--- src/rtl/fourval_sweep_pkg.sv ---
// rtl/fourval_sweep_pkg.sv - shared FSM state encoding and digit constants for the four-value sweep sequencer
// Contents:
//   state_t  : sequencer states IDLE / SETTLE / CHECK / DONE
//   DIG_*    : digit codes for the stimulus alphabet (0, 1, X, Z)
//   DIGIT_W  : bits per index digit; 2 with FOURVAL_SWEEP_XZ_EN defined, 1 otherwise
package fourval_sweep_pkg;

  typedef enum logic [1:0] {
    ST_IDLE   = 2'd0,
    ST_SETTLE = 2'd1,
    ST_CHECK  = 2'd2,
    ST_DONE   = 2'd3
  } state_t;

  localparam logic [1:0] DIG_ZERO = 2'd0;
  localparam logic [1:0] DIG_ONE  = 2'd1;
  localparam logic [1:0] DIG_X    = 2'd2;
  localparam logic [1:0] DIG_Z    = 2'd3;

`ifdef FOURVAL_SWEEP_XZ_EN
  localparam int DIGIT_W = 2;
`else
  localparam int DIGIT_W = 1;
`endif

endpackage

--- src/rtl/fourval_sweep_seq_if.sv ---
// rtl/fourval_sweep_seq_if.sv - stimulus/result bus between the sweep sequencer and the two designs under comparison
// Signals:
//   in1, in2  [IN_W]  : stimulus driven by the sequencer to both designs
//   spec_out  [OUT_W] : result of the specification design
//   impl_out  [OUT_W] : result of the implementation design
// Modports:
//   master : sequencer side (drives in1/in2, reads results)
//   slave  : design side (reads in1/in2, drives results)
interface fourval_sweep_seq_if #(
  parameter int IN_W  = 4,
  parameter int OUT_W = 8
);

  logic [IN_W-1:0]  in1;
  logic [IN_W-1:0]  in2;
  logic [OUT_W-1:0] spec_out;
  logic [OUT_W-1:0] impl_out;

  modport master (
    output in1,
    output in2,
    input  spec_out,
    input  impl_out
  );

  modport slave (
    input  in1,
    input  in2,
    output spec_out,
    output impl_out
  );

endinterface

--- src/rtl/fourval_digit_decode.sv ---
// rtl/fourval_digit_decode.sv - maps one sweep index digit to one four-valued stimulus bit
// Build option: FOURVAL_SWEEP_XZ_EN enables the X and Z codes (2-bit digits); otherwise digits are 1 bit.
// Ports:
//   digit   [DIGIT_W] in  : one digit of the sweep index
//   bit_out [1]       out : stimulus bit value (0, 1, X or Z)
module fourval_digit_decode
  import fourval_sweep_pkg::*;
(
  input  logic [DIGIT_W-1:0] digit,
  output logic               bit_out
);

  logic [1:0] d2;
  assign d2 = 2'(digit);

  always_comb begin
    bit_out = 1'b0;
    case (d2)
      DIG_ZERO: bit_out = 1'b0;
      DIG_ONE:  bit_out = 1'b1;
`ifdef FOURVAL_SWEEP_XZ_EN
      DIG_X:    bit_out = 1'bx;
      DIG_Z:    bit_out = 1'bz;
`else
      // Binary digits never reach these codes.
      DIG_X, DIG_Z: bit_out = 1'b0;
`endif
      default:  bit_out = 1'b0;
    endcase
  end

endmodule

--- src/rtl/fourval_sweep_seq.sv ---
// rtl/fourval_sweep_seq.sv - exhaustive stimulus sweep comparing a specification design against an implementation
// Build option: FOURVAL_SWEEP_XZ_EN sweeps the 0/1/X/Z alphabet; without it only 0/1 are swept.
// Ports:
//   clk, rst_n            : clock, asynchronous active-low reset
//   start                 : request a sweep (honoured in IDLE or DONE only)
//   bus (master)          : in1/in2 stimulus out, spec_out/impl_out results in
//   busy, done            : sweep running / sweep finished (level)
//   err                   : one-cycle pulse on each mismatching vector
//   fail_count            : mismatching vectors in the current sweep
//   first_valid           : a first mismatch has been captured
//   first_in1, first_in2  : stimulus of the first mismatch
module fourval_sweep_seq
  import fourval_sweep_pkg::*;
#(
  parameter int IN_W   = 4,
  parameter int OUT_W  = 8,
  parameter int SETTLE = 4
) (
  input  logic                 clk,
  input  logic                 rst_n,
  input  logic                 start,
  fourval_sweep_seq_if.master  bus,
  output logic                 busy,
  output logic                 done,
  output logic                 err,
  output logic [4*IN_W:0]      fail_count,
  output logic                 first_valid,
  output logic [IN_W-1:0]      first_in1,
  output logic [IN_W-1:0]      first_in2
);

  localparam int NBITS = 2 * IN_W;
  localparam int IDX_W = NBITS * DIGIT_W;
  localparam int FC_W  = 4 * IN_W + 1;

  localparam logic [7:0]       SETTLE_LAST = 8'(SETTLE - 1);
  localparam logic [IDX_W-1:0] IDX_ONE     = IDX_W'(1);
  localparam logic [FC_W-1:0]  FC_ONE      = FC_W'(1);

  state_t           state, state_n;
  logic [IDX_W-1:0] index;
  logic [7:0]       settle_cnt, settle_cnt_n;
  logic             clear_sweep, idx_inc, record_fail, mismatch;
  logic [NBITS-1:0] stim;
  logic [OUT_W-1:0] spec_s, impl_s;

  // Bit b of stim is driven by digit b of index: the low IN_W digits feed
  // in2 (digit 0 -> in2[0], fastest-varying), the upper IN_W digits feed in1.
  for (genvar b = 0; b < NBITS; b++) begin : g_dec
    fourval_digit_decode u_dec (
      .digit   (index[b*DIGIT_W +: DIGIT_W]),
      .bit_out (stim[b])
    );
  end

  assign bus.in2 = stim[IN_W-1:0];
  assign bus.in1 = stim[NBITS-1:IN_W];

  // Case inequality so X and Z in the results are compared literally.
  assign spec_s   = bus.spec_out;
  assign impl_s   = bus.impl_out;
  assign mismatch = (spec_s !== impl_s);

  assign busy = (state == ST_SETTLE) || (state == ST_CHECK);
  assign done = (state == ST_DONE);
  assign err  = record_fail;

  always_ff @(posedge clk or negedge rst_n) begin
    if (!rst_n) begin
      state <= ST_IDLE;
    end else begin
      state <= state_n;
    end
  end

  always_comb begin
    state_n      = state;
    settle_cnt_n = settle_cnt;
    clear_sweep  = 1'b0;
    idx_inc      = 1'b0;
    record_fail  = 1'b0;
    case (state)
      ST_IDLE, ST_DONE: begin
        if (start) begin
          state_n      = ST_SETTLE;
          settle_cnt_n = 8'd0;
          clear_sweep  = 1'b1;
        end
      end
      ST_SETTLE: begin
        if (settle_cnt == SETTLE_LAST) begin
          state_n      = ST_CHECK;
          settle_cnt_n = 8'd0;
        end else begin
          settle_cnt_n = settle_cnt + 8'd1;
        end
      end
      ST_CHECK: begin
        record_fail = mismatch;
        if (&index) begin
          state_n = ST_DONE;
        end else begin
          idx_inc      = 1'b1;
          settle_cnt_n = 8'd0;
          state_n      = ST_SETTLE;
        end
      end
      default: state_n = ST_IDLE;
    endcase
  end

  always_ff @(posedge clk or negedge rst_n) begin
    if (!rst_n) begin
      index       <= '0;
      settle_cnt  <= 8'd0;
      fail_count  <= '0;
      first_valid <= 1'b0;
      first_in1   <= '0;
      first_in2   <= '0;
    end else begin
      settle_cnt <= settle_cnt_n;
      if (clear_sweep) begin
        index       <= '0;
        fail_count  <= '0;
        first_valid <= 1'b0;
        first_in1   <= '0;
        first_in2   <= '0;
      end else begin
        if (idx_inc) begin
          index <= index + IDX_ONE;
        end
        if (record_fail) begin
          fail_count <= fail_count + FC_ONE;
          if (!first_valid) begin
            first_valid <= 1'b1;
            first_in1   <= bus.in1;
            first_in2   <= bus.in2;
          end
        end
      end
    end
  end

endmodule
--- src/flat_wrapper.sv ---
// flat-port wrapper written by rule: the top's interface ports become plain ports
module fourval_sweep_seq_flat import fourval_sweep_pkg::*;
#(
  parameter int IN_W   = 4,
  parameter int OUT_W  = 8,
  parameter int SETTLE = 4
)
  (clk, rst_n, start, busy, done, err, fail_count, first_valid, first_in1, first_in2, bus_in1, bus_in2, bus_spec_out, bus_impl_out);
  fourval_sweep_seq_if #(.IN_W(IN_W), .OUT_W(OUT_W)) bus_i ();
  input  logic clk;
  input  logic rst_n;
  input  logic start;
  output logic busy;
  output logic done;
  output logic err;
  output logic [4*IN_W:0] fail_count;
  output logic first_valid;
  output logic [IN_W-1:0] first_in1;
  output logic [IN_W-1:0] first_in2;
  output wire logic [$bits(bus_i.in1)-1:0] bus_in1;
  output wire logic [$bits(bus_i.in2)-1:0] bus_in2;
  input wire logic [$bits(bus_i.spec_out)-1:0] bus_spec_out;
  input wire logic [$bits(bus_i.impl_out)-1:0] bus_impl_out;
  assign bus_in1 = bus_i.in1;
  assign bus_in2 = bus_i.in2;
  assign bus_i.spec_out = bus_spec_out;
  assign bus_i.impl_out = bus_impl_out;
  fourval_sweep_seq #(.IN_W(IN_W), .OUT_W(OUT_W), .SETTLE(SETTLE)) u_core (.clk(clk), .rst_n(rst_n), .start(start), .bus(bus_i), .busy(busy), .done(done), .err(err), .fail_count(fail_count), .first_valid(first_valid), .first_in1(first_in1), .first_in2(first_in2));
endmodule
--- config.mk ---
export PLATFORM = sky130hd
export DESIGN_NAME = fourval_sweep_seq_flat
export DESIGN_NICKNAME = d
export VERILOG_FILES = /design/src/rtl/fourval_sweep_pkg.sv /design/src/rtl/fourval_sweep_seq_if.sv /design/src/rtl/fourval_digit_decode.sv /design/src/rtl/fourval_sweep_seq.sv /design/src/flat_wrapper.sv
export SDC_FILE = /design/constraint.sdc
export NUM_CORES = 1
export LEC_CHECK = 0
export BUFFER_PORTS_ARGS = -buffer_cell sky130_fd_sc_hd__buf_2
export CORE_UTILIZATION = 44
export DETAILED_ROUTE_END_ITERATION = 8
export HOLD_SLACK_MARGIN = 0.05
export MAX_ROUTING_LAYER = met4
export PLACE_DENSITY = 0.8
export SLEW_MARGIN = 25
export SYNTH_ARGS = -nofsm -noshare
export SYNTH_HDL_FRONTEND = slang
export SYNTH_SLANG_ARGS = --single-unit
--- constraint.sdc ---
create_clock -name clk -period 1.7 [get_ports clk]
set_input_delay 0.17 -clock clk [delete_from_list [all_inputs] [get_ports clk]]
set_output_delay 0.17 -clock clk [all_outputs]
set_load 0.005 [all_outputs]
==> results of run 1 <==
-- report_power, final --
| group | switching [mW] | total [mW] | internal, mW |
|---|---|---|---|
| combinational | 0.806 | 1.47 | 0.661 |
| clock | 0.356 | 0.687 | 0.332 |
| sequential | 0.0855 | 1.24 | 1.15 |
| total | 1.25 | 3.39 | 2.14 |
-- worst paths after layout --
path / startpoint / end / cells past startpoint
min reg2reg: u_core.first_in2[1] / u_core.first_in2[1] / 2
min in group asynchronous: rst_n / u_core.fail_count[8] / 2
min: start / u_core.fail_count[8] / 5
max in group asynchronous: rst_n / u_core.index[4] / 3
max: u_core.fail_count[1] / u_core.fail_count[14] / 6
max reg2reg: u_core.fail_count[1] / u_core.fail_count[14] / 6
-- worst max-delay path: stages, from the launching register on --
cell and delay [ps]:
dfrtp_1 360, ha_2 180, nand2_1 60, or2_1 220, or3_1 360, or3_1 370
a21oi_2 130
-- synth_stat cells, types with 2 or more instances --
cell      instances  area [µm²]
ha_1              6       75.07
nor2_1           20       75.07
inv_1             6       22.52
xnor2_1          13       113.9
buf_4             8       60.06
o21ai_1           3       15.01
xor2_1            2       17.52
nand3_1          20       100.1
o41ai_1           2       17.52
o211ai_1          4       30.03
dfrtp_1          44        1101
a31oi_1           2       12.51
nor3_1            3       15.01
nand2_1          33       123.9
and3_1            3       18.77
or3_1             7       43.79
buf_2             2       10.01
a21oi_1          12       60.06
nand2b_1          3       18.77
o21ai_0          24       120.1
nand4_1           3       18.77
nor4_1            4       25.02
clkbuf_1          7       26.28
o31ai_1           7       52.55
or4_1             5       37.54
nor2b_1           2       12.51
-- routing by layer --
metal / share of wire / vias up
met5: 0 / -
met4: 0.017 / 0
met3: 0.034 / 12
met2: 0.52 / 58
met1: 0.43 / 1086
li1: - / 1119
-- flip-flops by register name, indices dropped and copies added (netlist names) --
signal / count
u_core.fail_count: 17
u_core.index: 8
u_core.settle_cnt: 8
u_core.first_in1: 4
u_core.first_in2: 4
u_core.state: 2
u_core.first_valid: 1
-- cell families (layout without fill, tap and decap cells) --
family,after synthesis,in the layout,synth area share
DFF,44,44,0.4605
AOI/OAI and AO/OA,61,61,0.1607
xor gates and xnor gates,15,15,0.05495
adders and majority gates,6,6,0.03140
and+or+nand+nor,112,112,0.2339
muxes,1,1,0.004186
buffers and inverters,24,114,0.05442
-- metrics by stage --
stage / setup TNS [ps] / worst slack (ps) / hold slack [ps]
finish: -74.18 / -37.22 / 363.6
global route: -781.9 / -119.0 / 375.9
CTS: -82.28 / -47.64 / 328.1
detailed placement: -411.0 / -61.61 / 194.2
global placement: -12.49 / -12.49 / 195.6
floorplan: -383.4 / -187.4 / -125.6
-- repair_timing --
| item | CTS | global route |
|---|---|---|
| setup endpoints to repair | 18 | 20 |
| hold endpoints to repair | 22 | 0 |
| resized for setup | 9 | 17 |
| hold buffers | 1 | 0 |
| buffers inserted | 2 | 1 |
| pin swaps | 1 | 5 |
-- layout make-up --
type,count,share of cell area
clock buffer,8,0.02805
inverter,6,0.008181
multi-input combinational,195,0.3931
sequential,44,0.3428
tap,70,0.02727
timing repair buffer,100,0.2006
==> reports/qor.csv, run 1 <==
stage,metric,value,unit
flow_run,Max-cap violations,0,
floorplan,starting density of the core,0.4623,
critical_path,crit path max fanout,2,
timing,Finish-stage setup viols,2,
placement,global placer's final weighted congestion,0.8060,
timing,post-route clock period utilization,1.022,
clock_tree,CTS tree,built,
clock_tree,Clock Latency Late Sink,300,ps
timing,Setup WS post-layout,-37.22,ps
timing,crit path time final,1737,ps
route,antenna-violating nets left,0,
yosys,Syn Inst Count,263,
layout,Seq. cell area,1101,µm²
timing,Layout Skew,7.971,ps
yosys,fraction of registers with async set/reset,1.000,
pwr,Pwr Density,1055,nW/µm²
layout,area of the multi-input gates,1262,µm²
layout,design area,3212,µm²
yosys,Cell variety after synth,44,
clock_tree,clock root buffer,clkbuf_8,
clock_tree,CTS Buf Count,5,
clock_tree,"CTS clk-pin slew, worst paths",90,ps
route,Pre-antenna DRT Iters,4,
yosys,number of synthesized flops with an enable pin,0,
clock_tree,CTS Sinks,44,
yosys,Mapped Nets,288,
global_routing,largest net degree at the start of global routing,24,
yosys,post-synthesis sequential area ratio,0.4605,
timing,number of hold violations in the final report,0,
yosys,Syn Area/Cell,9.091,µm²
global_routing,gr usage total,0.2305,
global_routing,vias in the first global route,2173,
yosys,"Cell Area, Synth",2391,µm²
global_routing,GRT overflow,0,
critical_path,reg2reg setup slack,-40,ps
timing,Rel. slew slack,0.6145,
pwr,Max VDD drop,0.0006168,V
placement,port bufs,55,
critical_path,WP data arrival,1980,ps
route,Routed WL,5.839,mm
yosys,Synth Register Bits,44,
global_routing,GR Layer Usage met3,0.03836,
yosys,prevailing post-synth register cell,dfrtp_1,
floorplan,Die Y-Extent,75.72,µm
layout,"most common cell after layout, fill and taps aside",buf_2,
run_status,outcome,finished with violations,
floorplan,IO Pins,56,
placement,placed insts,411,
run_status,failing checks,negative setup slack,
global_routing,initial antenna violation count,0,
route,Residual DRC,0,
timing,"Slew Viols, Final",0,
layout,nets@finish,377,
route,1st-iter DRT viols,60,
route,wire per inst,13.80,µm
layout,Post-Layout Cell Count,423,
floorplan,Die ar.,5733,µm²
clock_tree,H-tree levels,2,
min_path,HP Class,in2reg,
global_routing,global-route wire length before repair,9.549,mm
floorplan,chip width,75.72,µm
placement,"Cell Area, Placed",2997,µm²
floorplan,CORE AREA,5172,µm²
layout,ANT cells,0,
global_routing,M1 GR Usage,0.2623,
route,mean number of vias per cell,5.378,
timing,RSZ-0062 raised after global routing,true,
critical_path,Worst setup EP type,flip-flop,
timing,measured slew at the worst slew-check pin,578.3,ps
pwr,Tot Pwr,3.390,mW
layout,"commonest cells after routing, fill and taps aside","buf_2, dfrtp_1, buf_4, nand2_1, nor2_1",
layout,layout cells sized above 1,0.3768,
yosys,Synthesis Warnings,0,
layout,fill cell count,441,
global_routing,grt peak-use layer,met2,
global_routing,met2 usage,0.3968,
floorplan,Core Rows,26,
pwr,Lkg Pwr,1.515,nW
route,Vias,2275,
critical_path,WS Path Type,reg2reg,
layout,post-layout util,0.6209,
clock_tree,CTS max path bufs,2,
critical_path,WP data required,1940,ps
timing,fmax,575.6,MHz
layout,synthesis-to-layout area growth,34.33,%
placement,DP HPWL,4.430,mm
critical_path,crit start category,flip-flop,
Power figures use the tool's default switching activity.
==> run 2, diff against run 1 <==
- ABC_AREA: unset -> 1
- CORE_ASPECT_RATIO: unset -> 1.4
==> run 2 against run 1 <==
Compared with the run above:
- the flow now finishes without violations
- setup slack gained 180 ps
- wire length grew 3.9%
- total power up 1.6%
- clock power up 15%
- synthesized cell count grew 48%
- utilization decreased by 9.4 points
==> reports/qor.csv, run 2 <==
stage,metric,value,unit,change
min_path,Hold EP,u_core.state[0],,was u_core.fail_count[8]
layout,max reg flops,17,,unchanged
critical_path,Reg-to-Reg Start,u_core.index[1],,was u_core.fail_count[1]
critical_path,"critical path, cell by cell",inv_1 > ha_4 > nand2_2 > inv_2 > buf_2,,was ha_2 > nand2_1 > or2_1 > or3_1 > or3_1 > a21oi_2
layout,Largest regs,"u_core.fail_count x17, u_core.index x8, u_core.settle_cnt x8",,unchanged
layout,"most common cell after layout, fill and taps aside",nand2_1,,was buf_2
yosys,Syn Inst Count,388,,was 263
clock_tree,CTS tree,built,,unchanged
layout,design area,3252,µm²,was 3212 µm²
critical_path,path depth of the worst reg2reg path,7,,was 6
route,Pre-antenna DRT Iters,4,,unchanged
global_routing,global-route wire length before repair,10.48,mm,was 9.549 mm
min_path,hold depth,3,,was 5
global_routing,GRT overflow,0,,unchanged
critical_path,WP data arrival,1390,ps,was 1980 ps
timing,Finish-stage setup viols,0,,was 2
min_path,min-delay src,start,,unchanged
pwr,Tot Pwr,3.444,mW,was 3.390 mW
route,1st-iter DRT viols,156,,was 60
yosys,Synthesis Warnings,0,,unchanged
route,Routed WL,6.065,mm,was 5.839 mm
critical_path,WP data required,1530,ps,was 1940 ps
floorplan,starting density of the core,0.4531,,was 0.4623
layout,largest register by flop count,u_core.fail_count,,unchanged
pwr,Pwr Density,1059,nW/µm²,was 1055 nW/µm²
timing,number of hold violations in the final report,0,,unchanged
timing,post-route clock period utilization,0.9174,,was 1.022
min_path,HP Class,in2reg,,unchanged
layout,nets@finish,466,,was 377
global_routing,vias in the first global route,2519,,was 2173
yosys,most common cell in the netlist,nand2_1,,was dfrtp_1
timing,fmax,641.2,MHz,was 575.6 MHz
pwr,Flop pwr share,0.386,,was 0.364
pwr,Switching Share,0.3825,,was 0.3678
placement,"Cell Area, Placed",3099,µm²,was 2997 µm²
critical_path,RR Endpoint,u_core.settle_cnt[0],,was u_core.fail_count[14]
yosys,commonest cells in the netlist,"nand2_1, nand3_1, dfrtp_1",,"was dfrtp_1, nand2_1, o21ai_0"
floorplan,IO Pins,56,,unchanged
pwr,net switching power,1.317,mW,was 1.247 mW
route,mean number of vias per cell,5.051,,was 5.378
clock_tree,CTS Buf Count,5,,unchanged
yosys,prevailing post-synth register cell,dfrtp_1,,unchanged
yosys,largest area contributor in the netlist,dfrtp_1,,unchanged
clock_tree,CTS max path bufs,2,,unchanged
critical_path,crit start category,flip-flop,,unchanged
pwr,combinational power share,0.385,,was 0.433
flow_run,Max-cap violations,0,,unchanged
timing,measured slew at the worst slew-check pin,501.6,ps,was 578.3 ps
floorplan,Die Y-Extent,96.31,µm,was 75.72 µm
pwr,Clock Power Share,0.230,,was 0.203
placement,DP HPWL,4.637,mm,was 4.430 mm
clock_tree,clock root buffer,clkbuf_8,,unchanged
placement,global placer's final weighted congestion,0.8526,,was 0.8060
layout,"commonest cells after routing, fill and taps aside","nand2_1, buf_2, nand3_1, dfrtp_1, nor2_1",,"was buf_2, dfrtp_1, buf_4, nand2_1, nor2_1"
layout,post-layout util,0.5272,,was 0.6209
yosys,"Cell Area, Synth",2795,µm²,was 2391 µm²
yosys,Mapped Nets,413,,was 288
pwr,Max VDD drop,0.0009382,V,was 0.0006168 V
clock_tree,H-tree levels,2,,unchanged
pwr,P_int,2.127,mW,was 2.143 mW
route,wire per inst,11.80,µm,was 13.80 µm
critical_path,crit path from,u_core.state[0],,was u_core.fail_count[1]
placement,port bufs,55,,unchanged
timing,"Slew Viols, Final",0,,unchanged
critical_path,Worst path slowest cell,dfrtp_1,,was or3_1
yosys,fraction of registers with async set/reset,1.000,,unchanged
critical_path,WS Path Type,reg2out,,was reg2reg
timing,crit path time final,1560,ps,was 1737 ps
yosys,number of synthesized flops with an enable pin,0,,unchanged
yosys,Yosys top cell area share,0.3939,,was 0.4605
layout,synthesis-to-layout area growth,16.34,%,was 34.33%
yosys,Synth area leaders,"dfrtp_1, nand2_1, nand3_1",,"was dfrtp_1, nand2_1, o21ai_0"
route,Residual DRC,0,,unchanged
route,Vias,2596,,was 2275
layout,ANT cells,0,,unchanged
clock_tree,CTS Sinks,44,,unchanged
floorplan,chip width,69.36,µm,was 75.72 µm
timing,Layout Skew,5.623,ps,was 7.971 ps
clock_tree,Clock Latency Late Sink,300,ps,about the same
floorplan,CORE AREA,6168,µm²,was 5172 µm²
pwr,Lkg Pwr,1.808,nW,was 1.515 nW
global_routing,gr usage total,0.1994,,was 0.2305
run_status,outcome,"finished, final reports clean",,was finished with violations
critical_path,crit-path max cell delay,420,ps,was 370 ps
route,antenna-violating nets left,0,,unchanged
floorplan,Die ar.,6680,µm²,was 5733 µm²
clock_tree,"CTS clk-pin slew, worst paths",80,ps,was 90 ps
layout,layout cells sized above 1,0.2014,,was 0.3768
floorplan,Core Rows,34,,was 26
critical_path,Worst setup EP type,output port,,was flip-flop
global_routing,initial antenna violation count,0,,unchanged
critical_path,crit path max fanout,6,,was 2
timing,Rel. slew slack,0.6656,,was 0.6145
yosys,Synth Register Bits,44,,unchanged
timing,setup TNS,0,ps,was -74.18 ps
yosys,Cell variety after synth,30,,was 44
global_routing,largest net degree at the start of global routing,26,,was 24
critical_path,reg2reg setup slack,160,ps,was -40 ps
yosys,post-synthesis sequential area ratio,0.3939,,was 0.4605
yosys,Syn Area/Cell,7.204,µm²,was 9.091 µm²
run 2: metrics by stage:
step           setup slack [ps]  hold WS (ps)  cells
2_1_floorplan             202.5        -125.6    388
3_3_place_gp              188.4         155.3    504
3_5_place_dp              132.9         164.3    504
4_1_cts                   26.36         198.9    513
5_1_grt                  -42.57         192.1    514
6_report                  140.5         188.7    514
run 2: worst max-delay path by stage:
stage	to	slack [ps]	cells after the start
finish	err	140	5
global route	u_core.settle_cnt[2]	-40	8
detailed placement	u_core.settle_cnt[0]	130	6
global placement	u_core.settle_cnt[6]	190	6
floorplan	u_core.fail_count[3]	200	8
CTS	err	30	5
run 2: cells by family after synthesis:
| logic type | synth area share |
|---|---|
| AND/OR/NAND/NOR | 0.3720 |
| buffers and inverters | 0.1043 |
| flip-flops | 0.3939 |
| AO/OA/AOI/OAI | 0.05595 |
| XOR/XNOR | 0.04700 |
| adder cells (fa/ha/maj) | 0.02686 |
run 2: metal layers:
| metal | vias to the layer above | GRT usage | part of all wire |
|---|---|---|---|
| met5 | - | - | 0 |
| met4 | 0 | 0.09184 | 0.020 |
| met3 | 12 | 0.03246 | 0.045 |
| met2 | 59 | 0.3697 | 0.52 |
| met1 | 1208 | 0.2076 | 0.42 |
| li1 | 1317 | - | - |
run 2: area by class of cell:
class / instances / area [µm²]
Fill cell: 593 / 2917
Multi-Input combinational cell: 283 / 1418
Sequential cell: 44 / 1101
Timing Repair Buffer: 65 / 377.9
Inverter: 42 / 157.7
Tap cell: 72 / 90.09
Clock buffer: 6 / 72.57
Clock inverter: 2 / 35.03
run 2: timing repair:
action                                  4_1_cts  5_1_grt
pin swaps                                     0        1
endpoints found under the setup margin        1       12
hold endpoints to repair                     19        0
hold buffers                                  1        0
setup buffers                                 0        1
resized for setup                             1        4
run 2: worst max-delay path: cells and delay by family (launching register included):
family	cells	cell delay, ps
adders and majority gates	1	180
buffers and inverters	3	360
and+or+nand+nor	1	120
DFF	1	420
run 2: power groups by stage:
stage / clock network (mW) / logic [mW] / registers [mW]
global placement: 0 / 1.22 / 1.33
global route: 0.841 / 1.49 / 1.35
finish: 0.792 / 1.32 / 1.33
floorplan: 0 / 0.930 / 1.32
CTS: 0.820 / 1.26 / 1.32
detailed placement: 0 / 1.25 / 1.34
